[src/rtl/last_beat_tagger.sv]
// -----------------------------------------------------------------------------
// last_beat_tagger
//
// Watches the address stream of AXI write beats landing in a ring of RX
// buffers. For each beat it tells the downstream consumer whether the beat
// before it was the last beat of a packet. A packet is tied off either by the
// start beat of the next packet or by a DMA-complete pulse from the PS.
// Completions are counted into a small pending counter and retired one per
// cycle. Retiring takes priority over accepting a beat.
//
// Ports:
//   clk             rising-edge clock
//   reset           asynchronous, active-high reset
//   i_addr_data     beat address
//   i_addr_valid    beat address valid
//   i_addr_ready    beat address accepted (combinational)
//   i_dma_complete  one-cycle pulse, one packet DMA finished; no backpressure
//   o_last          the previous beat was the last beat of its packet
//   o_last_valid    o_last / o_pkt_beats are valid
//   i_last_ready    downstream accepts o_last
//   o_pkt_beats     beat count of the packet that was tied off (when o_last=1)
//   o_err_spurious  pulse: completion arrived with no packet outstanding
//   o_err_orphan    pulse: non-start beat arrived with no packet outstanding
//   o_err_overflow  sticky: completion arrived with the pending counter full
// -----------------------------------------------------------------------------
module last_beat_tagger #(
  parameter int ADDR_WIDTH     = 12,
  parameter int BASE_ADDR      = 0,
  parameter int BUF_STRIDE     = 2048,
  parameter int NUM_BUFS       = 1,
  parameter int CNT_WIDTH      = 2,
  parameter int BEAT_CNT_WIDTH = 10
) (
  input  logic                      clk,
  input  logic                      reset,
  input  logic [ADDR_WIDTH-1:0]     i_addr_data,
  input  logic                      i_addr_valid,
  output logic                      i_addr_ready,
  input  logic                      i_dma_complete,
  output logic                      o_last,
  output logic                      o_last_valid,
  input  logic                      i_last_ready,
  output logic [BEAT_CNT_WIDTH-1:0] o_pkt_beats,
  output logic                      o_err_spurious,
  output logic                      o_err_orphan,
  output logic                      o_err_overflow
);

  localparam int STRIDE_LG = $clog2(BUF_STRIDE);
  // One bit wider than the address so a ring covering the whole address
  // space still compares correctly.
  localparam logic [ADDR_WIDTH:0]       BUF_SPAN = (ADDR_WIDTH+1)'(NUM_BUFS * BUF_STRIDE);
  localparam logic [ADDR_WIDTH-1:0]     BASE     = ADDR_WIDTH'(BASE_ADDR);
  localparam logic [CNT_WIDTH:0]        CNT_ONE  = (CNT_WIDTH+1)'(1);
  localparam logic [CNT_WIDTH:0]        MAX_OUT  = CNT_ONE << CNT_WIDTH;
  localparam logic [BEAT_CNT_WIDTH-1:0] BEAT_ONE = BEAT_CNT_WIDTH'(1);
  localparam logic [BEAT_CNT_WIDTH-1:0] BEAT_MAX = '1;

  logic [CNT_WIDTH:0]        start_q, start_d;
  logic [CNT_WIDTH:0]        done_q, done_d;
  logic [CNT_WIDTH:0]        pend_q, pend_d;
  logic [BEAT_CNT_WIDTH-1:0] cur_q, cur_d;
  logic                      last_q, last_d;
  logic                      valid_q, valid_d;
  logic [BEAT_CNT_WIDTH-1:0] beats_q, beats_d;
  logic                      spur_q, spur_d;
  logic                      orph_q, orph_d;
  logic                      ovf_q, ovf_d;

  logic [ADDR_WIDTH-1:0] off;
  logic                  is_start;
  logic [CNT_WIDTH:0]    outstanding;
  logic                  slot_free;
  logic                  retire;
  logic                  addr_ready;
  logic                  beat_acc;

  // Offset into the buffer ring, wrapping modulo the address space.
  assign off      = i_addr_data - BASE;
  assign is_start = ({1'b0, off} < BUF_SPAN) && (off[STRIDE_LG-1:0] == '0);

  assign outstanding = start_q - done_q;
  assign slot_free   = !valid_q || i_last_ready;
  assign retire      = (pend_q != '0) && slot_free;
  // Beats wait while a completion is pending so that a completion is always
  // applied before any beat that follows it.
  assign addr_ready  = slot_free && (pend_q == '0) && (outstanding != MAX_OUT);
  assign beat_acc    = i_addr_valid && addr_ready;

  always_comb begin
    start_d = start_q;
    done_d  = done_q;
    pend_d  = pend_q;
    cur_d   = cur_q;
    last_d  = last_q;
    valid_d = valid_q;
    beats_d = beats_q;
    spur_d  = 1'b0;
    orph_d  = 1'b0;
    ovf_d   = ovf_q;

    // Output slot drains when accepted; it is overwritten below if something
    // new is presented this cycle.
    if (slot_free) begin
      valid_d = 1'b0;
      last_d  = 1'b0;
      beats_d = '0;
    end

    if (retire) begin
      if (outstanding == CNT_ONE) begin
        done_d  = done_q + CNT_ONE;
        valid_d = 1'b1;
        last_d  = 1'b1;
        beats_d = cur_q;
        cur_d   = '0;
      end else if (outstanding != '0) begin
        // Packet was already tied off by a later start beat.
        done_d = done_q + CNT_ONE;
      end else begin
        spur_d = 1'b1;
      end
    end else if (beat_acc) begin
      if (is_start) begin
        start_d = start_q + CNT_ONE;
        cur_d   = BEAT_ONE;
        if (outstanding != '0) begin
          valid_d = 1'b1;
          last_d  = 1'b1;
          beats_d = cur_q;
        end
      end else if (outstanding != '0) begin
        valid_d = 1'b1;
        last_d  = 1'b0;
        beats_d = '0;
        if (cur_q != BEAT_MAX) begin
          cur_d = cur_q + BEAT_ONE;
        end
      end else begin
        orph_d = 1'b1;
      end
    end

    // Pending completions: a same-cycle arrival and retire cancel out.
    if (i_dma_complete && !retire) begin
      if (pend_q == MAX_OUT) begin
        ovf_d = 1'b1;
      end else begin
        pend_d = pend_q + CNT_ONE;
      end
    end else if (!i_dma_complete && retire) begin
      pend_d = pend_q - CNT_ONE;
    end
  end

  always_ff @(posedge clk or posedge reset) begin
    if (reset) begin
      start_q <= '0;
      done_q  <= '0;
      pend_q  <= '0;
      cur_q   <= '0;
      last_q  <= 1'b0;
      valid_q <= 1'b0;
      beats_q <= '0;
      spur_q  <= 1'b0;
      orph_q  <= 1'b0;
      ovf_q   <= 1'b0;
    end else begin
      start_q <= start_d;
      done_q  <= done_d;
      pend_q  <= pend_d;
      cur_q   <= cur_d;
      last_q  <= last_d;
      valid_q <= valid_d;
      beats_q <= beats_d;
      spur_q  <= spur_d;
      orph_q  <= orph_d;
      ovf_q   <= ovf_d;
    end
  end

  assign i_addr_ready   = addr_ready;
  assign o_last         = last_q;
  assign o_last_valid   = valid_q;
  assign o_pkt_beats    = beats_q;
  assign o_err_spurious = spur_q;
  assign o_err_orphan   = orph_q;
  assign o_err_overflow = ovf_q;

endmodule

[config.mk]
export PLATFORM = sky130hd
export DESIGN_NAME = last_beat_tagger
export DESIGN_NICKNAME = d
export VERILOG_FILES = /design/src/rtl/last_beat_tagger.sv
export SDC_FILE = /design/constraint.sdc
export NUM_CORES = 1
export LEC_CHECK = 0
export CORE_ASPECT_RATIO = 1.4
export CORE_MARGIN = 2
export CORE_UTILIZATION = 35
export DETAILED_ROUTE_END_ITERATION = 7
export SYNTH_ARGS = -nofsm -noshare
export SYNTH_HDL_FRONTEND = slang
export SYNTH_SLANG_ARGS = --single-unit
[constraint.sdc]
create_clock -name clk -period 2.5 [get_ports clk]
set_clock_uncertainty 0.2 [all_clocks]
set_input_delay 0.25 -clock clk [delete_from_list [all_inputs] [get_ports clk]]
set_output_delay 0.25 -clock clk [all_outputs]
set_load 0.02 [all_outputs]
==> results_dict.tcl <==
set metrics [dict create \
    r2r-start "done_q[0]" \
    first_pass_iters 4 \
    portBuffers 32 \
    critical_path_buf_inv_count 1 \
    synthAdderAreaFrac_pct 4.959 \
    nets 260 \
    grt_start_max_net_pins 35 \
    endpoint "cur_q[1]" \
    syn_inst 174 \
    hold_viol_final 0 \
    drt-total-wl_um 4384 \
    rsz0062_at_grt "yes" \
    ys_types 47 \
    path_cells "ha_4, fa_2, xnor3_2, buf_6, nand3_2, o21a_1, o21ai_0, a32o_1" \
    grt-ovfl-total 0 \
    fmax_mhz 401.7 \
    peakVddDrop_mv 0.4170 \
    drv_slew 0 \
    placed_cells 291 \
    dpl_cell_area_sq_um 2409 \
    coreArea_sq_um 5081 \
    synth_area_per_cell_sq_um 10.44 \
    dp_hpwl_um 3139 \
    mostFrequentLayoutCell "dfrtp_1" \
    htreeDepth 2 \
    end_kind "flip-flop" \
    n_antenna_cell 0 \
    clkTransAtPathRegs_ns 0.08 \
    gp_congestion 0.8150 \
    ioPinCount 33 \
    synth_compound_area_share_pct 23.69 \
    grt_first_pass_wirelength_um 7410 \
    max_cap_violations 0 \
    synth_nets 197 \
    power.density_nw_per_um2 1054 \
    ys_warn_count 0 \
    drive_above_1_share_pct 26.05 \
    cp.depth 8 \
    tns_ns 0 \
    pre_cts_ws_ns -0.05253 \
    synth_top_family_by_area "compound AO/OA/AOI/OAI gates" \
    fin_crit_ns 2.490 \
    cts-root-buf "clkbuf_8" \
    status "complete, no violations" \
    crit_fanout 8 \
    grt_pass1_vias 1560 \
    clock-sinks 34 \
    timing.final.ws_setup_ns 0.01047 \
    worstSetupStartpoint "done_q[0]" \
    clk_latency_ns 0.29 \
    relSlewSlack_pct 72.13 \
    cts_inserted_buffers 5 \
    r2r-end "cur_q[1]" \
    drt-initial-drc-count 100 \
    area_growth_pct 46.28 \
    rrSetupSlack_ns 0.01 \
    wl_per_cell_um 14.42 \
    fin_cells 304 \
    tightest_slew_ns 0.4142 \
    synthSimpleGateAreaFrac_pct 17.70 \
    setup_viol 0 \
    hp-class "in2async" \
    final_cell_mix "34 x dfrtp_1, 31 x clkdlybuf4s50_1, 24 x buf_4" \
    cp_slowest_cell "dfrtp_1" \
    die_x_um 64.89 \
    rows 31 \
    initial_core_util_pct 35.75 \
    design_area_sq_um 2658 \
    crit_family "compound AO/OA/AOI/OAI gates" \
    cpPeakStageDelay_ns 0.41 \
    finalPower_mw 2.801 \
    synthXorXnorAreaFrac_pct 3.719 \
    required_ns 2.48 \
    start_kind "flip-flop" \
    via_per_inst 5.276 \
    antenna_found_initial 0 \
    synth-seq-area-share_pct 46.83 \
    clock_path_buffers 2 \
    grt_usage_pct 16.56 \
    ant_nets 0 \
    drc 0 \
    arrival_ns 2.47 \
    cts_tree "yes" \
    ys_ff_latch 34 \
    synthMuxAreaShare_pct 0.6198 \
    post-route-period-util_pct 99.58 \
    syn-cell-area_sq_um 1817 \
    p_leak_nw 1.134 \
    worst-r2r-cell-count 8 \
    die_h_um 89.25 \
    die_area_sq_um 5791 \
    vias 1604 \
    critPathKind "reg2reg" \
]
==> area by class of cell <==
cell class	instances	area, sq um
Sequential cell	34	850.8
Clock inverter	3	68.82
Timing Repair Buffer	62	571.8
Multi-Input combinational cell	129	996.0
Clock buffer	5	68.82
Inverter	5	18.77
Fill cell	442	2424
Tap cell	66	82.58
==> per-layer routing <==
metal  global-route usage [%]  up-vias  part of all wire (%)
li1                         -      784                     -
met1                    20.57      777                    43
met2                    27.37       33                    51
met3                    3.023       10                   2.6
met4                    8.897        0                   2.8
met5                        0        -                     0
==> cells by family (layout without fill, tap and decap cells) <==
| family | count (synthesis) | count (layout) |
|---|---|---|
| AO/OA/AOI/OAI | 57 | 57 |
| flip-flops | 34 | 34 |
| AND/OR/NAND/NOR | 59 | 59 |
| XOR/XNOR | 6 | 6 |
| buffers and inverters | 11 | 75 |
| multiplexers | 1 | 1 |
| adder cells (fa/ha/maj) | 6 | 6 |
==> per-stage QoR <==
step,hold slack (ns),utilization [%]
2_1_floorplan,0.1916,-
3_3_place_gp,0.2585,47.40
3_5_place_dp,0.2546,47.40
4_1_cts,0.1747,50.14
5_1_grt,0.1924,52.30
6_report,0.1497,52.30
==> how the worst min path moves through the flow <==
stage                        start        endpoint  slack [ns]  cells past startpoint
finish                       reset        cur_q[8]        0.15                      3
global route                 reset  o_pkt_beats[3]        0.19                      3
CTS                          reset        cur_q[4]        0.17                      3
detailed placement  o_err_overflow  o_err_overflow        0.25                      1
global placement    o_err_overflow  o_err_overflow        0.26                      1
floorplan                    reset        cur_q[0]        0.19                      1
==> flip-flops by register name, indices dropped and copies added (netlist names) <==
register        count
o_err_orphan        1
done_q              3
o_err_overflow      1
o_pkt_beats        10
o_last              1
start_q             3
o_last_valid        1
o_err_spurious      1
pend_q              3
cur_q              10
==> worst min-delay path, cell delays in order <==
cell,delay [ns]
clkdlybuf4s50_1,0.40
inv_1,0.05
buf_4,0.37
==> cell usage after synthesis (all sizes together) <==
master	count	area, sq um
a21o	1	7.510
nand2b	1	6.260
a41o	2	20.02
o41ai	1	8.760
a22o	10	87.58
xnor2	3	26.28
xnor3	1	23.77
a31oi	6	37.54
a32o	2	20.02
clkbuf	5	18.77
a21oi	7	35.03
or3	3	18.77
fa	2	40.04
and2	3	18.77
o22a	1	8.760
a41oi	2	17.52
o21a	2	15.01
a211oi	2	15.01
o21ai	15	75.07
nand3b	1	7.510
nand3	10	55.05
nand4b	1	8.760
mux2	1	11.26
a211o	1	8.760
a32oi	1	8.760
dfrtp	34	850.8
ha	4	50.05
o2111ai	1	26.28
nor3	2	15.01
and4	3	28.78
buf	1	7.510
o31ai	2	28.78
nand2	14	52.55
nor2b	4	27.53
xor2	2	17.52
inv	5	18.77
o32a	1	10.01
and3	1	6.260
nand4	1	12.51
nor2	12	45.04
nor4	3	18.77
==> what timing repair did <==
| action | in CTS | in global routing |
|---|---|---|
| hold buffers | 0 | 0 |
| pin swaps | 0 | 9 |
| hold endpoints to repair | 0 | 0 |
| endpoints found under the setup margin | 17 | 23 |
| gates resized for setup | 7 | 19 |
| setup buffers | 0 | 6 |
==> report_power, final <==
group	switching, mW	internal [mW]	total [mW]
Combinational	0.708	0.693	1.40
Sequential	0.102	0.675	0.777
Clock	0.223	0.400	0.622
Note: power is estimated with default switching activity, not from simulation.
==> patch 1, RTL diff (config.mk and constraints unchanged) <==
The parameter `ADDR_WIDTH` goes from 12 to 11.
--- a/src/rtl/last_beat_tagger.sv
+++ b/src/rtl/last_beat_tagger.sv
@@ -26,3 +26,3 @@
 module last_beat_tagger #(
-  parameter int ADDR_WIDTH     = 12,
+  parameter int ADDR_WIDTH     = 11,
   parameter int BASE_ADDR      = 0,
Ports: changed (resized i_addr_data); port bits go from 33 to 32. The function was not compared with the original's and may differ.
==> patch 1 against the original RTL <==
- total power down 0.81%
- global-route usage about the same
- worst setup slack worse by 0.0091 ns
- sequential power up 1%
- final cell count up 3.3%
- routed wire length up 4.7%
- sequential cell count unchanged
- final area up 2.8%
- non-clock buffer count up 7
- clock power down 18%
- area after synthesis up 4.7%
- highest routed layer unchanged
==> patch 1: results (changes against the original RTL) <==
Critical path
  – Crit path DAT: 2.05 ns (was 2.47 ns)
  – CP top delay family: adder cells (was compound AO/OA/AOI/OAI gates)
  – Worst Path Max Fanout: 3 (was 8)

Power
  – Peak supply drop: 0.000636 V (was 0.000417 V)
  – Leakage: 0.00118 uW (was 0.00113 uW)

Detailed routing
  – Final wirelength: 4590 um (was 4380 um)
  – Detailed router's first-iteration violation count: 103 (was 100)
  – Met3 Wirelength: 151 um (was 112 um)
  – Routed met1 length: 1940 um (was 1910 um)
  – Metal2 WL: 2410 um (was 2240 um)
  – Vias per inst: 5.28 (about the same)

GRT
  – Vias in the first global route: 1676 (was 1560)
  – First-pass GRT wire length: 7890 um (was 7410 um)
  – Largest net degree at the start of global routing: 16 (was 35)
  – All-Layer GR Usage: 0.165 (was 0.166)

Place
  – Placement Setup Slack: -0.154 ns (was -0.0525 ns)
  – Final Wtd Congestion: 0.786 (was 0.815)
  – Port Buffer Count: 31 (was 32)

Yosys
  – Ranking of synthesized cells by area: dfrtp_1, a22o_1, nand2_1 (unchanged)
  – Synth Instances: 179 (was 174)
  – Syn nets: 201 (was 197)
  – Netlist cell types: 50 (was 47)
  – Commonest cells in the netlist: dfrtp_1, nand2_1, a21oi_1, nor2_1, a22o_1 (was dfrtp_1, nand2_1, nor2_1)

Status
  – Status: finished clean (unchanged)

Final layout
  – Layout fillers: 501 (was 442)
  – Layout cells sized above 1: 0.302 (was 0.261)

STA
  – Worst slew margin: 0.602 (was 0.721)
patch 1: cell count changes in the layout (fill, tap and decap cells not counted), moves of 3 or more:
cell     before  now
nand3_1       9    6
o22a_1        1    5
nor3_1        1    5
buf_4        24   33
nand4_1       0    4
o21ai_1       8    1
and3_1        1    5
a21oi_1       7   10
patch 1: logic make-up after synthesis:
| logic type | Yosys count | synth area share |
|---|---|---|
| buffers and inverters | 13 | 0.0487 |
| adders and majority gates | 6 | 0.0474 |
| and+or+nand+nor | 67 | 0.198 |
| AOI/OAI and AO/OA | 49 | 0.193 |
| muxes | 1 | 0.00592 |
| xor gates and xnor gates | 9 | 0.0592 |
| DFF | 34 | 0.447 |
patch 1: path summary, 6_finish.rpt:
| check | from | to | slack (ns) | depth (start not counted) |
|---|---|---|---|---|
| min in group clk | o_err_overflow | o_err_overflow | 0.27 | 1 |
| worst min register to register | o_err_overflow | o_err_overflow | 0.27 | 1 |
| worst min-delay path | reset | pend_q[2] | 0.13 | 2 |
| worst max-delay path | done_q[0] | i_addr_ready | 0.001 | 5 |
| max in group asynchronous | reset | cur_q[0] | 1.36 | 3 |
| worst max register to register | done_q[0] | cur_q[9] | 0.01 | 9 |
patch 1: power breakdown:
| part | switching [uW] | internal, uW |
|---|---|---|
| registers | 110 | 676 |
| logic | 719 | 761 |
| clock network | 193 | 319 |
patch 1: layout make-up:
type / instances / area share
Sequential cell: 34 / 0.312
Tap cell: 66 / 0.0302
Timing Repair Buffer: 69 / 0.226
Clock buffer: 6 / 0.0302
Multi-Input combinational cell: 132 / 0.382
Clock inverter: 1 / 0.0110
Inverter: 6 / 0.00824
patch 1: repair_timing:
item,4_1_cts,5_1_grt
pin swaps,0,12
setup buffers,0,13
setup endpoints to repair,14,9
gates resized for setup,11,16
==> patch 2, RTL diff (same settings) <==
Without the edit above. Make the reset (`reset`) synchronous in one clocked block. Comments in the files are not updated.
--- a/src/rtl/last_beat_tagger.sv
+++ b/src/rtl/last_beat_tagger.sv
@@ -155,3 +155,3 @@
 
-  always_ff @(posedge clk or posedge reset) begin
+  always_ff @(posedge clk) begin
     if (reset) begin
Check against the original RTL: differs if reset is asserted again (counterexample within 4 cycles, from zero or initial values and one cycle with reset high); with reset held inactive, the same outputs for 4 cycles.
==> patch 2 against the original RTL <==
- final area shrank 7.6%
- combinational power shrank 31%
- total power shrank 30%
- routed wire length grew 3.7%
- sequential power shrank 20%
- utilization shrank 1.2 points
- first-iteration DRC count shrank 24%
- critical path depth is the same
- area after synthesis shrank 4.5%
- final cell count grew 5.9%
- sequential cell count is the same
- worst setup slack gained 0.085 ns
==> patch 2: results (changes against the original RTL) <==
Status
  – Status: finished clean (unchanged)

Hold path
  – Worst hold path depth: 2
  – Hold_sp: o_err_overflow
  – Hold Path End: o_err_overflow
  – Worst hold path class: register to register (was primary input to asynchronous set/reset pin)

Critical path
  – CP max-delay cell: and4b_1 (was dfrtp_1)
  – Slowest stage delay, CP: 0.35 ns (was 0.41 ns)
  – R2r worst-path depth: 8 (unchanged)
  – Reg2Reg Setup Slack: 0.1 ns (was 0.01 ns)
  – RR Endpoint: cur_q[3] (was cur_q[1])
  – Worst Path Max Fanout: 7 (was 8)
  – Crit path DAT: 2.40 ns (was 2.47 ns)
  – R2R Path Start: start_q[0] (was done_q[0])
  – CP top delay family: adder cells (was compound AO/OA/AOI/OAI gates)

Yosys
  – Netlist cell types: 44 (was 47)
  – Syn. warnings: 0 (unchanged)
  – Syn nets: 221 (was 197)
  – FFs w/ async S/R, synth: 0 (was 1.00)
  – Ranking of synthesized cells by area: dfxtp_1, nor2_1, a31oi_1 (was dfrtp_1, a22o_1, nand2_1)
  – Syn_area_per_cell: 8.76 um2 (was 10.4 um2)
  – Register area share after synthesis: 0.392 (was 0.468)
  – Commonest cells in the netlist: dfxtp_1, nor2_1, a31oi_1 (was dfrtp_1, nand2_1, nor2_1)

STA
  – Worst slew margin: 0.743 (was 0.721)
  – Fin Hold WS: 0.289 ns (was 0.150 ns)

Final layout
  – Layout fillers: 499 (was 442)
  – Final cell count without fillers: 322 (was 304)
  – Layout cells sized above 1: 0.209 (was 0.261)
  – Final net count: 281 (was 260)

Detailed routing
  – Final wirelength: 4550 um (was 4380 um)
  – Final ANT Viol Nets: 0 (unchanged)
  – DRT Pass-1 Iters: 4 (unchanged)
  – Detailed router's first-iteration violation count: 76 (was 100)
  – Vias per inst: 5.26 (was 5.28)

Place
  – Placement Setup Slack: -0.0122 ns (was -0.0525 ns)
  – Post-place instance area: 0.00229 mm2 (was 0.00241 mm2)
  – Placed insts: 311 (was 291)
  – Port Buffer Count: 32 (unchanged)
  – Final Wtd Congestion: 0.849 (was 0.815)
  – Dpl hpwl: 3340 um (was 3140 um)

GRT
  – GRT met3 Usage: 0.0349 (was 0.0302)
  – First-pass GRT wire length: 7400 um (was 7410 um)
  – Vias in the first global route: 1628 (was 1560)
  – Largest net degree at the start of global routing: 31 (was 35)
  – Grt met2 use: 0.319 (was 0.274)
  – All-Layer GR Usage: 0.171 (was 0.166)
  – Met1 Use GR: 0.184 (was 0.206)
  – GRT Max-Usage Layer: met2 (unchanged)

Clock network
  – CTS buffer count: 5 (unchanged)
  – Clock transition at path regs: about 0.07 ns
  – H-Tree Level Count: 2 (unchanged)

Power
  – Leakage: 0.000924 uW (was 0.00113 uW)
  – Peak supply drop: 0.000509 V (was 0.000417 V)
==> patch 2: cell types whose count changed after synthesis, sizes merged, moves of 7 or more <==
cell,before,now
dfrtp,34,0
dfxtp,0,34
nor2,12,32
a22o,10,0
a22oi,0,10
o21ai,15,7
a31oi,6,13
==> patch 2: per-layer routing <==
layer  vias to the layer above  wire [um]
li1                        856          -
met1                       809       1940
met2                        22       2430
met3                         6        105
met4                         0         75
met5                         -          0
==> patch 2: cell families after synthesis <==
group,after synthesis,synth area share
XOR/XNOR,6,0.0390
AO/OA/AOI/OAI,54,0.230
flip-flops,34,0.392
adder cells (fa/ha/maj),6,0.0520
multiplexers,3,0.0173
AND/OR/NAND/NOR,85,0.247
buffers and inverters,10,0.0224
==> patch 2: where the power goes <==
group / internal, uW / switching, uW
combinational: 448 / 522
sequential: 595 / 25.5
clock: 192 / 189
total: 1230 / 736
==> patch 2: final cells by class <==
cell class                 instances  area, um2  share of cell area
inverter                           3       11.3             0.00459
sequential                        34        681               0.277
tap                               64       80.1              0.0326
clock buffer                       7       76.3              0.0311
multi-input combinational        155       1090               0.443
timing repair buffer              59        518               0.211
==> patch 2: worst max-delay path by stage <==
stage,end,from,cells after the start,slack (ns)
floorplan,pend_q[2],pend_q[0],8,0.02
global placement,pend_q[2],i_last_ready,9,0.02
detailed placement,pend_q[2],i_last_ready,9,-0.01
CTS,o_pkt_beats[2],start_q[0],8,0.0007
global route,cur_q[3],start_q[0],8,-0.01
finish,cur_q[3],start_q[0],8,0.1
==> patch 2: what timing repair did <==
action,in CTS,in global routing
hold buffers,0,0
setup endpoints to repair,1,24
buffers inserted,0,3
cloned,0,1
gates resized for setup,1,17
pin swaps,0,5
==> patch 2: tightest hold or removal path, cell delays in order, from the launching register on <==
cell and delay, ns:
dfxtp_1 0.34, a41oi_1 0.05, nor2_1 0.07
